$ cat config.mk
export PLATFORM = sky130hd
export DESIGN_NAME = uio_bus_arbiter
export DESIGN_NICKNAME = d
export VERILOG_FILES = /design/src/rtl/tt_uio_pkg.sv /design/src/rtl/uio_bus_arbiter_rr_arb2.sv /design/src/rtl/uio_bus_arbiter.sv
export SDC_FILE = /design/constraint.sdc
export NUM_CORES = 1
export LEC_CHECK = 0
export CAP_MARGIN = 20
export CORE_ASPECT_RATIO = 1.1
export CORE_MARGIN = 1.5
export CORE_UTILIZATION = 46
export CTS_CLUSTER_SIZE = 16
export DETAILED_ROUTE_END_ITERATION = 8
export PLACE_DENSITY = 0.92
export SLEW_MARGIN = 25
export SYNTH_ARGS = -nofsm -noshare
export SYNTH_HDL_FRONTEND = slang
export SYNTH_SLANG_ARGS = --single-unit
export TNS_END_PERCENT = 10
$ cat constraint.sdc
create_clock -name clk -period 2.93 [get_ports clk]
set_input_delay 0.293 -clock clk [delete_from_list [all_inputs] [get_ports clk]]
set_output_delay 0.293 -clock clk [all_outputs]
set_load 0.01 [all_outputs]
$ cat src/rtl/tt_uio_pkg.sv
// Shared types and constants for the uio pad-bus arbiter.
package tt_uio_pkg;

    localparam int UIO_W = 8;
    localparam int NREQ  = 2;

    localparam logic [UIO_W-1:0] OE_ALL = 8'hFF;

    typedef enum logic [1:0] {
        IDLE,
        GRANT,
        TURN
    } state_t;

    function automatic logic [NREQ-1:0] onehot2(input logic idx);
        return idx ? 2'b10 : 2'b01;
    endfunction

endpackage

$ cat src/rtl/uio_bus_arbiter_rr_arb2.sv
// Two-way round-robin pick: on a tie the requester that did not own last wins.
module rr_arb2
    import tt_uio_pkg::*;
(
    input  logic [NREQ-1:0] i_req,
    input  logic            i_last_owner,
    output logic            o_valid,
    output logic            o_winner
);

    assign o_valid  = |i_req;
    assign o_winner = (&i_req) ? ~i_last_owner : i_req[1];

endmodule

$ cat src/rtl/uio_bus_arbiter.sv
// Shares the bidirectional uio pad bus between two write requesters,
// with bounded round-robin bursts and a forced turnaround gap.
module uio_bus_arbiter
    import tt_uio_pkg::*;
#(
    parameter int               MAX_BURST   = 4,
    parameter int               TURN_CYCLES = 1,
    parameter logic [UIO_W-1:0] OE_MASK     = OE_ALL
) (
    input  logic             clk,
    input  logic             rst_n,
    input  logic             ena,
    input  logic [NREQ-1:0]  req,
    input  logic [UIO_W-1:0] wdata0,
    input  logic [UIO_W-1:0] wdata1,
    input  logic [NREQ-1:0]  last,
    output logic [NREQ-1:0]  gnt,
    output logic [NREQ-1:0]  ack,
    input  logic [UIO_W-1:0] uio_in,
    output logic [UIO_W-1:0] uio_out,
    output logic [UIO_W-1:0] uio_oe,
    output logic [UIO_W-1:0] rdata,
    output logic             rvalid
);

    state_t           r_state;
    state_t           w_state_nxt;
    logic [NREQ-1:0]  r_gnt;
    logic             r_last_owner;
    logic [3:0]       r_beat_cnt;
    logic [2:0]       r_turn_cnt;
    logic [UIO_W-1:0] r_uio_out;
    logic [UIO_W-1:0] r_uio_oe;
    logic [UIO_W-1:0] r_rdata;
    logic             r_rvalid;

    logic             w_arb_valid;
    logic             w_winner;
    logic             w_own;
    logic [NREQ-1:0]  w_ack;
    logic             w_beat;
    logic             w_cap;
    logic             w_end;
    logic [UIO_W-1:0] w_wdata_own;

    rr_arb2 u_rr_arb2 (
        .i_req        (req),
        .i_last_owner (r_last_owner),
        .o_valid      (w_arb_valid),
        .o_winner     (w_winner)
    );

    // With ena low no beat may be accepted, so ack is gated too.
    assign w_own       = r_gnt[1];
    assign w_ack       = r_gnt & req & {NREQ{ena}};
    assign w_beat      = |w_ack;
    assign w_wdata_own = w_own ? wdata1 : wdata0;
    assign w_cap       = (r_beat_cnt == 4'(MAX_BURST - 1));
    assign w_end       = ~ena | ~req[w_own]
                       | (w_beat & (last[w_own] | w_cap));

    always_comb begin
        w_state_nxt = r_state;
        unique case (r_state)
            IDLE:    if (ena & w_arb_valid) w_state_nxt = GRANT;
            GRANT:   if (w_end) w_state_nxt = TURN;
            TURN:    if (r_turn_cnt <= 3'd1) w_state_nxt = IDLE;
            default: w_state_nxt = IDLE;
        endcase
    end

    always_ff @(posedge clk or negedge rst_n) begin
        if (!rst_n) begin
            r_state <= IDLE;
        end else begin
            r_state <= w_state_nxt;
        end
    end

    always_ff @(posedge clk or negedge rst_n) begin
        if (!rst_n) begin
            r_gnt        <= '0;
            r_last_owner <= 1'b1;
            r_beat_cnt   <= '0;
            r_turn_cnt   <= '0;
            r_uio_out    <= '0;
            r_uio_oe     <= '0;
            r_rdata      <= '0;
            r_rvalid     <= 1'b0;
        end else begin
            unique case (r_state)
                IDLE: begin
                    r_rdata  <= uio_in;
                    r_rvalid <= ena;
                    if (ena & w_arb_valid) begin
                        r_gnt        <= onehot2(w_winner);
                        r_last_owner <= w_winner;
                        r_beat_cnt   <= '0;
                        r_rvalid     <= 1'b0;
                    end
                end
                GRANT: begin
                    r_rvalid <= 1'b0;
                    if (w_beat) begin
                        r_uio_out  <= w_wdata_own;
                        r_uio_oe   <= OE_MASK;
                        r_beat_cnt <= r_beat_cnt + 4'd1;
                    end
                    if (w_end) begin
                        r_gnt      <= '0;
                        r_turn_cnt <= 3'(TURN_CYCLES);
                    end
                end
                TURN: begin
                    r_uio_oe   <= '0;
                    r_uio_out  <= '0;
                    r_rvalid   <= 1'b0;
                    r_turn_cnt <= r_turn_cnt - 3'd1;
                end
                default: begin
                    r_gnt    <= '0;
                    r_uio_oe <= '0;
                    r_rvalid <= 1'b0;
                end
            endcase
        end
    end

    assign gnt     = r_gnt;
    assign ack     = w_ack;
    assign uio_out = r_uio_out;
    assign uio_oe  = r_uio_oe;
    assign rdata   = r_rdata;
    assign rvalid  = r_rvalid;

endmodule

# [After elaboration in Yosys (flattened, before gate mapping)]
# Index checks and enable logic that the tools add are counted.
[word_totals] register_bits=37 in_bits=31 output_inout_bits=29
[op_classes] n_addsub=2 n_lt_le_gt_ge=2 eq_ne=7 n_mux=25 bitwise=12 reduce_logical=13
[op_table] op="$pmux W8 S2" count=2
[op_table] op="$mux W8" count=3
[op_table] op="$mux W2" count=6
[op_table] op="$pmux W2 S3" count=2
[op_table] op="$reduce_and A2 Y1" count=5
[op_table] op="$reduce_and A3 Y1" count=3
[op_table] op="$mux W4" count=2
[op_table] op="$ne A2 B2 Y1 const B" count=4
[op_table] op="$pmux W4 S2" count=1
[op_table] op="$mux W1" count=7
[op_table] op="$pmux W3 S2" count=1
[op_table] op="$not A1 Y1" count=5
[op_table] op="$add A4 B1 Y4 const B" count=1
[op_table] op="$and A2 B2 Y2" count=2
[op_table] op="$eq A4 B2 Y1 const B" count=1
[op_table] op="$reduce_bool A2 Y1" count=2
[op_table] op="$reduce_or A2 Y1" count=2
[op_table] op="$le A3 B1 Y1 const B" count=1
[op_table] op="$mux W3" count=1
[op_table] op="$or A1 B1 Y1" count=3
[op_table] op="$sub A3 B1 Y3 const B" count=1
[op_table] op="$and A1 B1 Y1" count=2
[op_table] op="$eq A2 B1 Y1 const B" count=1
[op_table] op="$eq A2 B2 Y1 const B" count=1
[op_table] op="2 further kinds" count=2

# [Longest topological paths before layout]
# Gate-level depths: netlist of the first run.
[logic_depth] ltp_word=7 ltp_mapped=6 depth_no_buf=5

# [By module]
# A second synthesis of the first run with hierarchy kept.
[hier_totals] cells_unflattened=154 area_unflattened_um2=1677.9
[modules_own_cells] module="uio_bus_arbiter" n_inst=1 cells_each=152 area_per_inst_um2=1664.1
[modules_own_cells] module="rr_arb2" n_inst=1 cells_each=2 area_per_inst_um2=13.8

# [Worst setup path before layout of the first run]
# OpenSTA, ideal clock, no wires.
[synth_timing] path_kind="reg2reg" startpoint="register r_gnt[1], in the netlist gnt[1]" endpoint="register r_turn_cnt[0]" setup_time_ps=124 t_arrival_ps=1318 required_time_ps=2806 path_slack_ps=1488 stages_incl_launch_ff=5 period_less_slack_ps=1442 cell_sequence="dfrtp_1 -> mux2_2 -> o211ai_2 -> a21oi_2 -> o31a_1"
[synth_between] elab_chain_len=7 word_cells_on_any_way=14 classes_between="1 x eq/ne; 4 x mux; 7 x bitwise; 2 x reduce/logical"
[synth_rtl] item="from (decl)" line="uio_bus_arbiter.sv:28" text="logic [NREQ-1:0] r_gnt;"
[synth_rtl] item="from (signal assigned)" line="uio_bus_arbiter.sv:96" text="r_gnt <= onehot2(w_winner);"
[synth_rtl] item="$and A2 B2 Y2, or another cell as far along (2 in a row)" line="uio_bus_arbiter.sv:55" text="assign w_ack = r_gnt & req & {NREQ{ena}};"
[synth_rtl] item="$reduce_or A2 Y1, or another cell as far along" line="uio_bus_arbiter.sv:56" text="assign w_beat = |w_ack;"
[synth_rtl] item="$and A1 B1 Y1 / $or A1 B1 Y1 (equally long branches)" line="uio_bus_arbiter.sv:60, uio_bus_arbiter.sv:59"
[synth_rtl] item="$or A1 B1 Y1 (*)" line="uio_bus_arbiter.sv:60" text="| (w_beat & (last[w_own] | w_cap));"
[synth_rtl] item="$ne A2 B2 Y1 (no source line) (*)"
[synth_rtl] item="$reduce_and A2 Y1 (no source line) (*)"
[synth_rtl] item="to (signal assigned)" line="uio_bus_arbiter.sv:111" text="r_turn_cnt <= 3'(TURN_CYCLES);"
[synth_rtl] item="to (signal assigned)" line="uio_bus_arbiter.sv:118" text="r_turn_cnt <= r_turn_cnt - 3'd1;"
[synth_rtl] item="to (decl)" line="uio_bus_arbiter.sv:31" text="logic [2:0] r_turn_cnt;"
# Mark *: on every way between the ends. The rest lies on a longest branch, timed or not. The select of a mux whose other input is x is not followed.
# A chain may end at the register's enable or synchronous reset.

# [Final worst setup path of the first run]
[layout_timing] startpoint="register r_gnt[1], in the netlist gnt[1]" endpoint="output ack[1]"
[layout_between] elab_chain_len=2
[layout_rtl] item="$and A2 B2 Y2 (2 in a row)" line="uio_bus_arbiter.sv:55"
[layout_rtl] item="to (decl)" line="uio_bus_arbiter.sv:18" text="output logic [NREQ-1:0] ack,"
# No other way between the ends.

==> reports/results.tsv, run 1 <==
metric	value	unit
outcome	complete, but fails checks	
violations	design-rule violations	
finalWirelength	3710	um
holdBufCountCts	0	
fmax	454	MHz
intPower	1230	uW
r2r_cells	4	
h-tree-depth	2	
combinationalPowerShare	0.486	
cts_buffers	5	
p_leak	0.000902	uW
min_period_over_period	0.752	
syn_inst	141	
cts_sinks	30	
worstSetupEndpointType	output port	
hpwl	2730	um
die_area	0.00367	mm2
ys_seq_area_frac	0.493	
tns	0	ns
relSlewSlack	0.549	
path_class	flop to output port	
hold_viol	0	
synth_nets	175	
grt_start_max_net_pins	31	
die_x	57.9	um
synth_most_common_cell	dfrtp_1	
wl_per_cell	16.1	um
n_fill_cell	214	
peakVddDrop	0.519	mV
start_kind	flop	
gp_congestion	0.767	
ys_ff_latch	30	
switching_share	0.368	
cts-root-buf	clkbuf_4	
io_buffers	59	
grt.overflow.total	0	
tightest_slew	0.676	ns
cp_data_arrival_time	1.91	ns
syn-cell-area	0.00152	mm2
drt_iter0_markers	35	
worst_hold_slack	0.341	ns
antenna_found_initial	0	
first_pass_iters	7	
path_max_fanout	14	
yosysUniqueCellTypes	33	
start_util	0.492	
rsz0062_at_grt	no	
core_area	0.00310	mm2
vias	1321	
holdCritPathClass	primary input to async pin	
grt_pass1_vias	1341	
clockBufferDepth	2	
vias_per_cell	5.74	
io_pins	60	
avgSynthCellArea	10.8	um2
synth_common_cells	dfrtp_1, nand3_1, o21ai_0	
cap_violations	0	
drc	6	
grt_usage	0.220	
fin_worst_skew	0.0125	ns
synth_edf_count	0	
die_y	63.4	um
cts_tree	yes	
yosys.area.top_type	dfrtp_1	
clk_latency	0.33	ns
cts_resized	0	
grt_pass1_wl	6060	um
setup_viol	0	
p_sw	720	uW
critPathRequiredTime	2.64	ns
slew_violations	0	
antenna_cells	0	
area_delta_synth_final	40.6	%
period_minus_slack	2.20	ns
power.density_cell_area	913	mW/mm2
finalPower	1950	uW
p_seq_frac	0.382	
ys_async_sr_fraction	1.00	
fp-row-count	21	
layout-drive-gt1-share	0.117	
yosysWarnings	0	
antenna_left	0	
nets	229	
synth_top_area_frac	0.476	
p_clk_frac	0.131	
clk_pin_slew	0.10	ns
ys.flop_type	dfrtp_1	
synth.top_cells.by_area	dfrtp_1, mux2_2, mux2i_1, nand3_1, buf_4	
cts_setup_buffers	0	
-- stage by stage --
stage / util / cell area (um2) / std cells / setup WS [ns]
after floorplan: - / 1520 / 141 / 1.49
after global placement: 0.672 / 2080 / 222 / 0.930
after global routing: 0.691 / 2140 / 230 / 0.663
final: 0.691 / 2140 / 230 / 0.728
after CTS: 0.691 / 2140 / 230 / 0.710
after detailed placement: 0.672 / 2080 / 222 / 0.922
-- per-layer routing --
metal	up-vias	track usage	wire, um	share of wire
met3	12	0.0842	312	0.084
met4	0	0.0959	111	0.030
li1	612	-	-	-
met5	-	0	0	0
met1	629	0.242	1410	0.38
met2	68	0.371	1880	0.51
-- state kept, by name, summed over array words and instances, names as in the netlist --
name          cells
r_last_owner      1
r_beat_cnt        4
uio_oe            1
uio_out           8
r_state           2
rvalid            1
r_turn_cnt        3
gnt               2
rdata             8
-- path summary, 6_finish.rpt --
kind,from,to,slack [ns]
worst min register to register,rdata[5],rdata[5],0.52
worst min-delay path,rst_n,rdata[1],0.34
worst max register to register,gnt[1],uio_out[7],1.01
worst max-delay path,gnt[1],ack[1],0.73
max in group asynchronous,rst_n,r_last_owner,2.25
min in group clk,rdata[5],rdata[5],0.52
-- cells by family after synthesis --
group,Yosys count,synth area share
buffers and inverters,19,0.0714
and+or+nand+nor,39,0.137
AOI/OAI and AO/OA,32,0.148
DFF,30,0.493
adders and majority gates,3,0.0246
muxes,18,0.126
-- critical path, cell delays in order (launching register included) --
cell and delay [ns]:
dfrtp_1 0.78, and3_1 0.27, clkdlybuf4s50_1 0.53
-- cell usage in the layout (no fill, tap or decap), drive strengths merged, types with 2 or more instances in the layout --
cell and n:
a211oi 3, a21oi 5, a311o 2, a31oi 2, and3 3, buf 2
clkbuf 7, clkdlybuf4s50 59, clkinv 2, dfrtp 29, ha 3, inv 4
mux2 9, mux2i 9, nand2 9, nand3 12, nor2 7, nor3b 3
o211ai 3, o21ai 11
-- cell type report --
type,count,area [um2],share of cell area
multi-input combinational,92,663,0.310
tap,34,42.5,0.0199
inverter,5,18.8,0.00876
sequential,30,752,0.351
clock buffer,7,55.1,0.0257
clock inverter,1,5.00,0.00234
timing repair buffer,61,606,0.283
-- power by group through the flow --
stage	Sequential [uW]	Clock, uW	Combinational (uW)
final	747	257	951
after global routing	771	277	1020
after CTS	746	262	954
after detailed placement	752	0	939
after global placement	734	0	888
after floorplan	750	0	493
(Power assumes the default switching activity.)
==> inputs of run 2 (changes only) <==
--- a/config.mk
+++ b/config.mk
@@ -8,10 +8,10 @@
 export CAP_MARGIN = 20
 export CORE_ASPECT_RATIO = 1.1
 export CORE_MARGIN = 1.5
-export CORE_UTILIZATION = 46
+export CORE_UTILIZATION = 43
 export CTS_CLUSTER_SIZE = 16
 export DETAILED_ROUTE_END_ITERATION = 8
-export PLACE_DENSITY = 0.92
+export PLACE_DENSITY = 0.87
 export SLEW_MARGIN = 25
 export SYNTH_ARGS = -nofsm -noshare
 export SYNTH_HDL_FRONTEND = slang
==> constraint.sdc (replaced) <==
create_clock -name clk -period 2.1 [get_ports clk]
set_input_delay 0.21 -clock clk [delete_from_list [all_inputs] [get_ports clk]]
set_output_delay 0.21 -clock clk [all_outputs]
set_load 0.01 [all_outputs]
==> run 2 against run 1 <==
Compared with the run above: the flow now finishes without violations; via count rose by 0.98%; combinational power increased by 41%; flip-flop and latch count is the same; core utilization fell by 4.1 points; die area rose by 6.6%; critical endpoint unchanged.
==> reports/results.tsv, run 2 (synthesis gave the netlist of run 1 again) <==
metric	value	unit	change
multi_input_area	663	um2	unchanged
grt.overflow.total	0		unchanged
cts_resized	0		unchanged
utilization	0.650		was 0.691
tns	0	ns	unchanged
fmax	532	MHz	
grt_usage	0.217		was 0.220
cts_buffers	5		unchanged
critPathRequiredTime	1.89	ns	was 2.64 ns
clockBufferDepth	2		unchanged
fp-row-count	22		was 21
n_fill_cell	293		was 214
critPathSlowestCell	dfrtp_1		unchanged
vias_per_cell	5.40		was 5.74
first_pass_iters	4		was 7
grt_start_max_net_pins	31		unchanged
wl_per_cell	15.1	um	was 16.1 um
antenna_left	0		unchanged
io_pins	60		unchanged
cts_sinks	30		unchanged
rsz0062_at_grt	no		unchanged
regArea	752	um2	unchanged
relSlewSlack	0.687		was 0.549
setup_viol	0		unchanged
drt_iter0_markers	35		unchanged
start_kind	flop		unchanged
grt_pass1_wl	6290	um	was 6060 um
min_period_over_period	0.894		
antenna_found_initial	0		unchanged
hold_viol	0		unchanged
final_common_cell	clkdlybuf4s50_1		unchanged
holdBufCountCts	0		unchanged
area_delta_synth_final	43.2	%	was 40.6%
tightest_slew	0.468	ns	was 0.676 ns
start_util	0.454		was 0.492
final_cell_mix	clkdlybuf4s50_1, dfrtp_1, nand3_1		unchanged
hpwl	2820	um	was 2730 um
die_x	59.8	um	was 57.9 um
core_area	0.00336	mm2	was 0.00310 mm2
drc	0		was 6
worstPathCellList	and3_1 -> clkdlybuf4s50_1		unchanged
die_y	65.4	um	was 63.4 um
path_max_fanout	8		was 14
cts-root-buf	clkbuf_4		unchanged
antenna_cells	0		unchanged
finalWirelength	3740	um	was 3710 um
holdCritPathClass	primary input to async pin		unchanged
grt_pass1_vias	1361		was 1341
power.density_cell_area	1250	mW/mm2	was 913 mW/mm2
slew_violations	0		unchanged
gp_congestion	0.760		was 0.767
clk_pin_slew	0.09	ns	was 0.10 ns
cap_violations	0		unchanged
vias	1334		was 1321
worstSetupEndpointType	output port		unchanged
peakVddDrop	0.757	mV	was 0.519 mV
cp_data_arrival_time	1.67	ns	was 1.91 ns
layout-drive-gt1-share	0.131		was 0.117
io_buffers	59		unchanged
max_stage_delay	0.59	ns	was 0.78 ns
clk_latency	0.33	ns	about the same
h-tree-depth	2		unchanged
nets	232		was 229
die_area	0.00391	mm2	was 0.00367 mm2
cts_setup_buffers	0		unchanged
period_minus_slack	1.88	ns	
fin_worst_skew	0.00713	ns	was 0.0125 ns
outcome	complete, no violations		was complete, but fails checks
p_leak	0.000916	uW	was 0.000902 uW
path_class	flop to output port		unchanged
cts_tree	yes		unchanged
==> run 2: through the flow <==
stage / hold slack, ns / cell area [um2] / instances / power [uW] / setup WS, ns
3_3_place_gp: 0.489 / 2120 / 239 / 2300 / 0.352
5_1_grt: 0.290 / 2180 / 247 / 2910 / 0.165
6_report: 0.259 / 2180 / 247 / 2730 / 0.222
2_1_floorplan: -0.0856 / 1520 / 141 / 1730 / 0.658
4_1_cts: 0.261 / 2180 / 247 / 2750 / 0.197
3_5_place_dp: 0.495 / 2120 / 239 / 2370 / 0.272
==> run 2: per-layer routing <==
metal,global-route usage,up-vias,part of all wire
met2,0.352,74,0.47
met1,0.252,631,0.40
met5,0,-,0
met3,0.0768,9,0.10
met4,0.100,0,0.020
li1,-,620,-
==> run 2: path summary, 6_finish.rpt <==
check / to / cells past startpoint / from / slack [ns]
worst max-delay path: ack[1] / 2 / gnt[1] / 0.22
worst min-delay path: gnt[1] / 2 / rst_n / 0.26
worst max register to register: r_turn_cnt[0] / 4 / gnt[1] / 0.41
worst min register to register: rdata[7] / 1 / rdata[7] / 0.52
max in group asynchronous: r_last_owner / 2 / rst_n / 1.53
min in group clk: rdata[7] / 2 / uio_in[7] / 0.49
==> run 2: report_power, final <==
part	internal, uW	switching, uW
logic	762	576
clock network	162	198
registers	812	217
total	1740	990
==> run 2: worst max-delay path, delay by kind of cell, from the launching register on <==
family | cells | cell delay (ns)
DFF | 1 | 0.59
buffers and inverters | 1 | 0.53
and+or+nand+nor | 1 | 0.22
==> run 2: final cells by class <==
cell class	count	area share
Timing Repair Buffer	64	0.288
Tap cell	48	0.0275
Clock buffer	7	0.0252
Clock inverter	1	0.00229
Inverter	5	0.00860
Multi-Input combinational cell	92	0.304
Sequential cell	30	0.345
